## config.mk

```make
export PLATFORM = sky130hd
export DESIGN_NAME = relu_maxpool2d_stream
export DESIGN_NICKNAME = d
export VERILOG_FILES = /design/src/rtl/relu_maxpool2d_stream.sv
export SDC_FILE = /design/constraint.sdc
export NUM_CORES = 1
export LEC_CHECK = 0
export CAP_MARGIN = 5
export CORE_ASPECT_RATIO = 0.8
export CORE_MARGIN = 3
export CORE_UTILIZATION = 58
export DETAILED_ROUTE_END_ITERATION = 10
export GPL_ROUTABILITY_DRIVEN = 0
export PLACE_DENSITY = 0.75
export SETUP_SLACK_MARGIN = 0.1
export SLEW_MARGIN = 20
export SYNTH_ARGS = -nofsm -noshare
export SYNTH_HDL_FRONTEND = slang
export SYNTH_SLANG_ARGS = --single-unit
```

## constraint.sdc

```tcl
create_clock -name clk -period 8.1 [get_ports clk]
set_input_delay 1.62 -clock clk [delete_from_list [all_inputs] [get_ports clk]]
set_output_delay 1.62 -clock clk [all_outputs]
set_load 0.01 [all_outputs]
```

## src/rtl/relu_maxpool2d_stream.sv

```systemverilog
// ReLU + 2x2/stride-2 max-pool on a raster fp32 stream; one pooled word 1 cycle after each window's last pixel.
// No backpressure: state advances only on valid_in, gaps hold state, output rate is at most 1 per 2 inputs.
module relu_maxpool2d_stream #(
  parameter int DATA_WIDTH = 32,
  parameter int WIDTH      = 56,
  parameter int HEIGHT     = 56
) (
  input  logic                  clk,
  input  logic                  rst,
  input  logic [DATA_WIDTH-1:0] data_in,
  input  logic                  valid_in,
  output logic [DATA_WIDTH-1:0] data_out,
  output logic                  valid_out,
  output logic                  frame_done
);

  localparam int CW = $clog2(WIDTH);
  localparam int RW = $clog2(HEIGHT);
  localparam int LB = WIDTH / 2;
  localparam int LW = (LB > 1) ? $clog2(LB) : 1;

  logic [CW-1:0]         col;
  logic [RW-1:0]         row;
  logic [DATA_WIDTH-1:0] pair;
  logic [DATA_WIDTH-1:0] linebuf [LB];

  logic [LW-1:0]         lb_idx;
  logic [DATA_WIDTH-1:0] relu_val;
  logic [DATA_WIDTH-1:0] pair_max;
  logic [DATA_WIDTH-1:0] lb_rd;
  logic [DATA_WIDTH-1:0] win_max;
  logic                  last_col;
  logic                  last_row;

  // Sign bit set means negative (including -0.0); non-negative IEEE values order as unsigned ints.
  assign relu_val = data_in[DATA_WIDTH-1] ? '0 : data_in;
  assign lb_idx   = LW'(col >> 1);
  assign lb_rd    = linebuf[lb_idx];
  assign pair_max = (pair >= relu_val) ? pair : relu_val;
  assign win_max  = (pair_max >= lb_rd) ? pair_max : lb_rd;
  assign last_col = (col == CW'(WIDTH - 1));
  assign last_row = (row == RW'(HEIGHT - 1));

  // Even rows fill the line buffer, odd rows consume it, so no clear is needed on reset.
  always_ff @(posedge clk) begin
    if (!rst && valid_in && col[0] && !row[0]) begin
      linebuf[lb_idx] <= pair_max;
    end
  end

  always_ff @(posedge clk) begin
    if (rst) begin
      data_out   <= '0;
      valid_out  <= 1'b0;
      frame_done <= 1'b0;
      col        <= '0;
      row        <= '0;
      pair       <= '0;
    end else begin
      valid_out  <= 1'b0;
      frame_done <= 1'b0;
      if (valid_in) begin
        if (!col[0]) begin
          pair <= relu_val;
        end else if (row[0]) begin
          data_out   <= win_max;
          valid_out  <= 1'b1;
          frame_done <= last_row && last_col;
        end
        if (last_col) begin
          col <= '0;
          row <= last_row ? '0 : row + 1'b1;
        end else begin
          col <= col + 1'b1;
        end
      end
    end
  end

endmodule

```

* After elaboration in Yosys (flattened, before gate mapping)
Memories as Yosys holds them, arrays and structs flattened. A register that Yosys moved wholly into a read port is not among the register bits.
Cells that the tools add are included.
** Storage, ports and cells
- RAM bits :: 896
- Memories kept :: 1
- Word-level logic and storage cells :: 37
- Output and inout port bits :: 34
- Input bits :: 35
- Flip-flop bits (word level) :: 78
** Memories
- linebuf :: words 28, bits a word 32, read ports 1, clocked after Yosys merged registers in 1, wr ports 1, line 25 : logic [DATA_WIDTH-1:0] linebuf [LB];
** Cells by class
- Muxes and demuxes :: 10
- Reduce and logical (&&, ||, !) cells :: 11
- Order comparisons :: 2
- Bitwise logic cells :: 3
- Add/sub/neg operators :: 2
- Eq/ne operators :: 2
** Operator list (number)
- 2-to-1 mux 32 bit :: 2
- >= comparator 32 x 31 -> 1 bit :: 1
- >= comparator 32 bit :: 1
- 2-to-1 mux 31 bit :: 1
- adder 6 x 1 -> 6 bit (second input constant) :: 2
- equality test 6 bit (second input constant) :: 2
- 2-to-1 mux 6 bit :: 2
- 2-to-1 mux 5 bit :: 2
- logical AND 1 bit :: 4
- AND reduction 2 bit :: 2
- OR reduction 4 bit :: 1
- 2-to-1 mux 1 bit :: 3
- NOT 1 bit :: 3
- AND reduction 3 bit :: 1
- OR reduction 3 bit :: 1
- logical NOT 1 bit :: 2

* Depth between registers and ports, before layout
Gate-level depths: netlist of run 1.
- Depth after elaboration :: 6
- Depth in mapped cells :: 21
- Depth with buffers taken out :: 17

* Worst setup path after synthesis of run 1
No wires, ideal clock.
- Kind :: input to register
- From :: in data_in[31]
- To :: reg data_out[28]
- Arrival :: 6.293 ns
- Path slack :: 1.720 ns
- Required time :: 8.013 ns
- Cell stages on the path :: 20
- Library setup time :: 0.087 ns
- Cells stage by stage :: clkbuf_1 > nand2b_1 > ha_1 > a21oi_1 > o21a_1 > o2bb2ai_1 > a2111oi_2 > and2_4 > buf_6 > buf_6 > mux2i_1 > ha_1 > or3_1 > o21ai_0 > nor4_1 > or3_1 > a41o_1 > clkbuf_1 > o31a_1 > o31ai_1
** On the way
- Word-level cells in the longest chain between the ends :: 5
** RTL lines
- from (decl) :: line 10 : input logic [DATA_WIDTH-1:0] data_in,
- 2-to-1 mux 31 bit * :: line 36 : assign relu_val = data_in[DATA_WIDTH-1] ? '0 : data_in;
- >= comparator 32 x 31 -> 1 bit :: line 39 : assign pair_max = (pair >= relu_val) ? pair : relu_val;
- 2-to-1 mux 32 bit * :: line 39
- net pair_max[2] :: line 29 : logic [DATA_WIDTH-1:0] pair_max;
- >= comparator 32 bit * :: line 40 : assign win_max = (pair_max >= lb_rd) ? pair_max : lb_rd;
- 2-to-1 mux 32 bit * :: line 40
- to (signal assigned) :: line 66 : data_out <= win_max;
- to (decl) :: line 12 : output logic [DATA_WIDTH-1:0] data_out,
Mark *: on every way through the listed nets, which the timed path passes. The rest lies on a longest branch.
A chain may end at the register's enable or synchronous reset.

* Final worst setup path of run 1
- From :: in data_in[31]
- To :: reg data_out[7]
The elaborated chain is that of the path after synthesis.

==> flow_summary_export.csv, run 1 <==
group,metric,value,unit
run_status,status,"complete, no violations",
sta,hold-worst-slack,0.527,ns
clock_network,cts_tree,"built",
grt,grt_pass1_vias,21371,
pwr,power_leakage,14.1,nW
clock_network,cts_resized,0,
layout,nets,2406,
pwr,p_seq_frac,0.538,
floorplanning,row_count,84,
clock_network,clkTransAtPathRegs,0.06,ns
pwr,p_comb_frac,0.059,
critical_path,start_kind,"primary input",
drt,finalWirelength,100,mm
pwr,switchingPower,2.12,mW
grt,grt_pass1_wl,146,mm
drt,final_antenna_net_count,0,
critical_path,endpoint_kind,"register",
drt,drc_errors,0,
critical_path,worstPathMaxFanout,31,
sta,finalSetupViolations,0,
sta,fin_tns_setup,0,ns
yosys,synth_edf_count,868,
yosys,async_flop_share,0,
critical_path,required,8.59,ns
yosys,synth-main-ff-cell,"edfxtp_1",
layout,multiInputGateArea,10400,um^2
yosys,synth_cell_types,64,
layout,fillers,4384,
critical_path,crit_type,"in2reg",
yosys,synth-seq-cells,949,
sta,slew_headroom,0.310,
clock_network,cts_hold_buf,0,
clock_network,post_cts_buffers,0,
sta,finalHoldViolations,0,
flow_run,cap_violations,0,
floorplanning,die_w,295,um
floorplanning,die-area,70100,um^2
drt,drt_iter0_drc,2967,
sta,rsz0062_at_grt,"no",
critical_path,cp_data_arrival_time,7.76,ns
clock_network,cts_buffers,89,
sta,worstMarginPinSlew,1.03,ns
yosys,syn_area,38800,um^2
layout,area_delta_synth_final,12.4,%
clock_network,clock_path_buffers,3,
drt,num_vias,21693,
yosys,avgSynthCellArea,17.7,um^2
clock_network,cts.sinks,949,
yosys,synth_fp_nets,2293,
clock_network,h-tree-depth,3,
drt,via_per_inst,6.70,
yosys,ys_seq_area_frac,0.713,
floorplanning,start_util,0.588,
layout,antenna-diode-count,0,
pwr,switching_share,0.211,
floorplanning,ioPinCount,69,
layout,drive_gt1_frac,0.215,
pwr,irDropWorstVdd,0.175,mV
pwr,intPower,7.95,mW
grt,grt-ovfl-total,0,
clock_network,clkLatencyLatePin,0.64,ns
hold_path,hp-class,"reg2reg",
sta,finClkSkew,0.0259,ns
sta,min_period,7.27,ns
grt,grt_use_total,0.291,
pwr,power.total,10.1,mW
clock_network,clock-root-buffer,"clkbuf_16",
pwr,clock_power_share,0.403,
sta,fmax,138,MHz
floorplanning,fp.dieH,237,um
pwr,cellPowerDensity,231,nW/um^2
grt,grt_max_degree,120,
placed_design,dp_hpwl,55.9,mm
placed_design,io_buffer_count,67,
layout,seq_area,27700,um^2
drt,avgRoutedWirePerCell,31.0,um
sta,fin_crit_sh,0.898,
floorplanning,core,66000,um^2
grt,antenna_found_initial,1,
yosys,yosysWarnings,0,
yosys,synthCells,2194,
drt,dr.pass1.iters,5,
sta,maxSlewViolCount,0,
==> area by class of cell <==
type | instances | share of cell area
repair buffers | 152 | 0.0306
multi-input cells | 1053 | 0.240
inverters | 62 | 0.00533
clock buffers | 123 | 0.0568
flip-flops and latches | 949 | 0.635
clock inverters | 39 | 0.00815
well taps | 860 | 0.0247
==> cells by family after synthesis <==
kind of cell	share of synthesized area
xor gates and xnor gates	0.00203
other	0.0000966
and+or+nand+nor	0.0399
AOI/OAI and AO/OA	0.0566
buffers and inverters	0.0246
muxes	0.143
adders and majority gates	0.0206
DFF	0.713
==> registers in the layout (all words and copies together) (netlist names), named ones only <==
register	cells
valid_out	1
data_out	31
frame_done	1
linebuf	868
col	6
row	6
pair	31
==> critical path, cell delays in order <==
cell and delay (ns):
clkdlybuf4s50_1 0.90, nand2b_1 0.44, ha_1 0.34, a21oi_1 0.16, o21a_1 0.14, o2bb2ai_1 0.08, a2111oi_2 0.41, and2_4 0.53
a21o_1 0.25, buf_4 0.31, inv_1 0.11, ha_1 0.27, nand2b_1 0.14, a2111oi_0 0.49, nor4_1 0.09, or3_1 0.41
a41oi_4 0.66, buf_4 0.29, o31ai_1 0.09
==> through the flow <==
stage | instance area (um^2) | std cells | util | setup WS (ns)
after global placement | 40800 | 3076 | 0.618 | 0.419
after floorplan | 38800 | 2194 | - | 1.72
after CTS | 43600 | 3238 | 0.661 | 0.814
final | 43600 | 3238 | 0.661 | 0.830
after global routing | 43600 | 3238 | 0.661 | 0.398
after detailed placement | 40800 | 3076 | 0.618 | 0.145
==> cell usage after synthesis, types with 23 or more instances <==
master / count / area, um^2
mux4_2: 152 / 3420
a22oi_1: 32 / 240
mux2_2: 58 / 653
inv_1: 61 / 229
nand2b_1: 45 / 282
mux2i_1: 110 / 1100
buf_4: 26 / 195
o211ai_1: 23 / 173
edfxtp_1: 868 / 26100
mux2_4: 24 / 360
nor2_1: 134 / 503
nand2_1: 73 / 274
clkbuf_1: 49 / 184
a21oi_1: 95 / 475
o31ai_1: 28 / 210
dfxtp_1: 81 / 1620
ha_1: 64 / 801
buf_2: 38 / 190
==> cell usage in the layout, fill, tap and decap left out, types with 28 or more instances in the layout <==
master	Yosys	final
mux2_2	58	58
edfxtp_1	868	868
nand2_1	73	73
buf_4	26	83
nand2b_1	45	43
nor2_1	134	105
mux2i_1	110	105
inv_1	61	61
mux4_2	152	152
ha_1	64	64
nor2_4	0	28
dfxtp_1	81	76
a22oi_1	32	32
clkdlybuf4s50_1	0	67
clkbuf_16	0	91
a21oi_1	95	95
o31ai_1	28	28
==> power groups by stage <==
stage	registers, mW	logic (mW)	clock network (mW)
3_5_place_dp	5.53	0.579	0
2_1_floorplan	5.52	0.398	0
4_1_cts	5.42	0.583	4.11
6_report	5.42	0.591	4.06
5_1_grt	5.42	0.638	4.30
3_3_place_gp	5.53	0.558	0
==> layer usage <==
| layer | track usage | vias to the layer above | part of all wire |
|---|---|---|---|
| li1 | - | 8967 | - |
| met1 | 0.432 | 11104 | 0.40 |
| met2 | 0.428 | 1377 | 0.44 |
| met3 | 0.0757 | 243 | 0.12 |
| met4 | 0.0938 | 2 | 0.037 |
| met5 | 0 | - | 0.000080 |
==> path summary, 6_finish.rpt <==
kind               startpoint           to  slack [ns]  depth (start not counted)
hold reg to reg      pair[15]     pair[15]        0.53                          2
hold / removal       pair[15]     pair[15]        0.53                          2
setup reg to reg     register  data_out[7]        2.56                         15
setup / recovery  data_in[31]  data_out[7]        0.83                         19
Power figures use the tool's default switching activity.
==> inputs of run 2 (changes only) <==
--- a/config.mk
+++ b/config.mk
@@ -17,3 +17,4 @@
 export SYNTH_ARGS = -nofsm -noshare
 export SYNTH_HDL_FRONTEND = slang
 export SYNTH_SLANG_ARGS = --single-unit
+export TNS_END_PERCENT = 100
==> results of run 2 <==
Same layout as run 1: the final DEF is identical, and so are final timing and power.
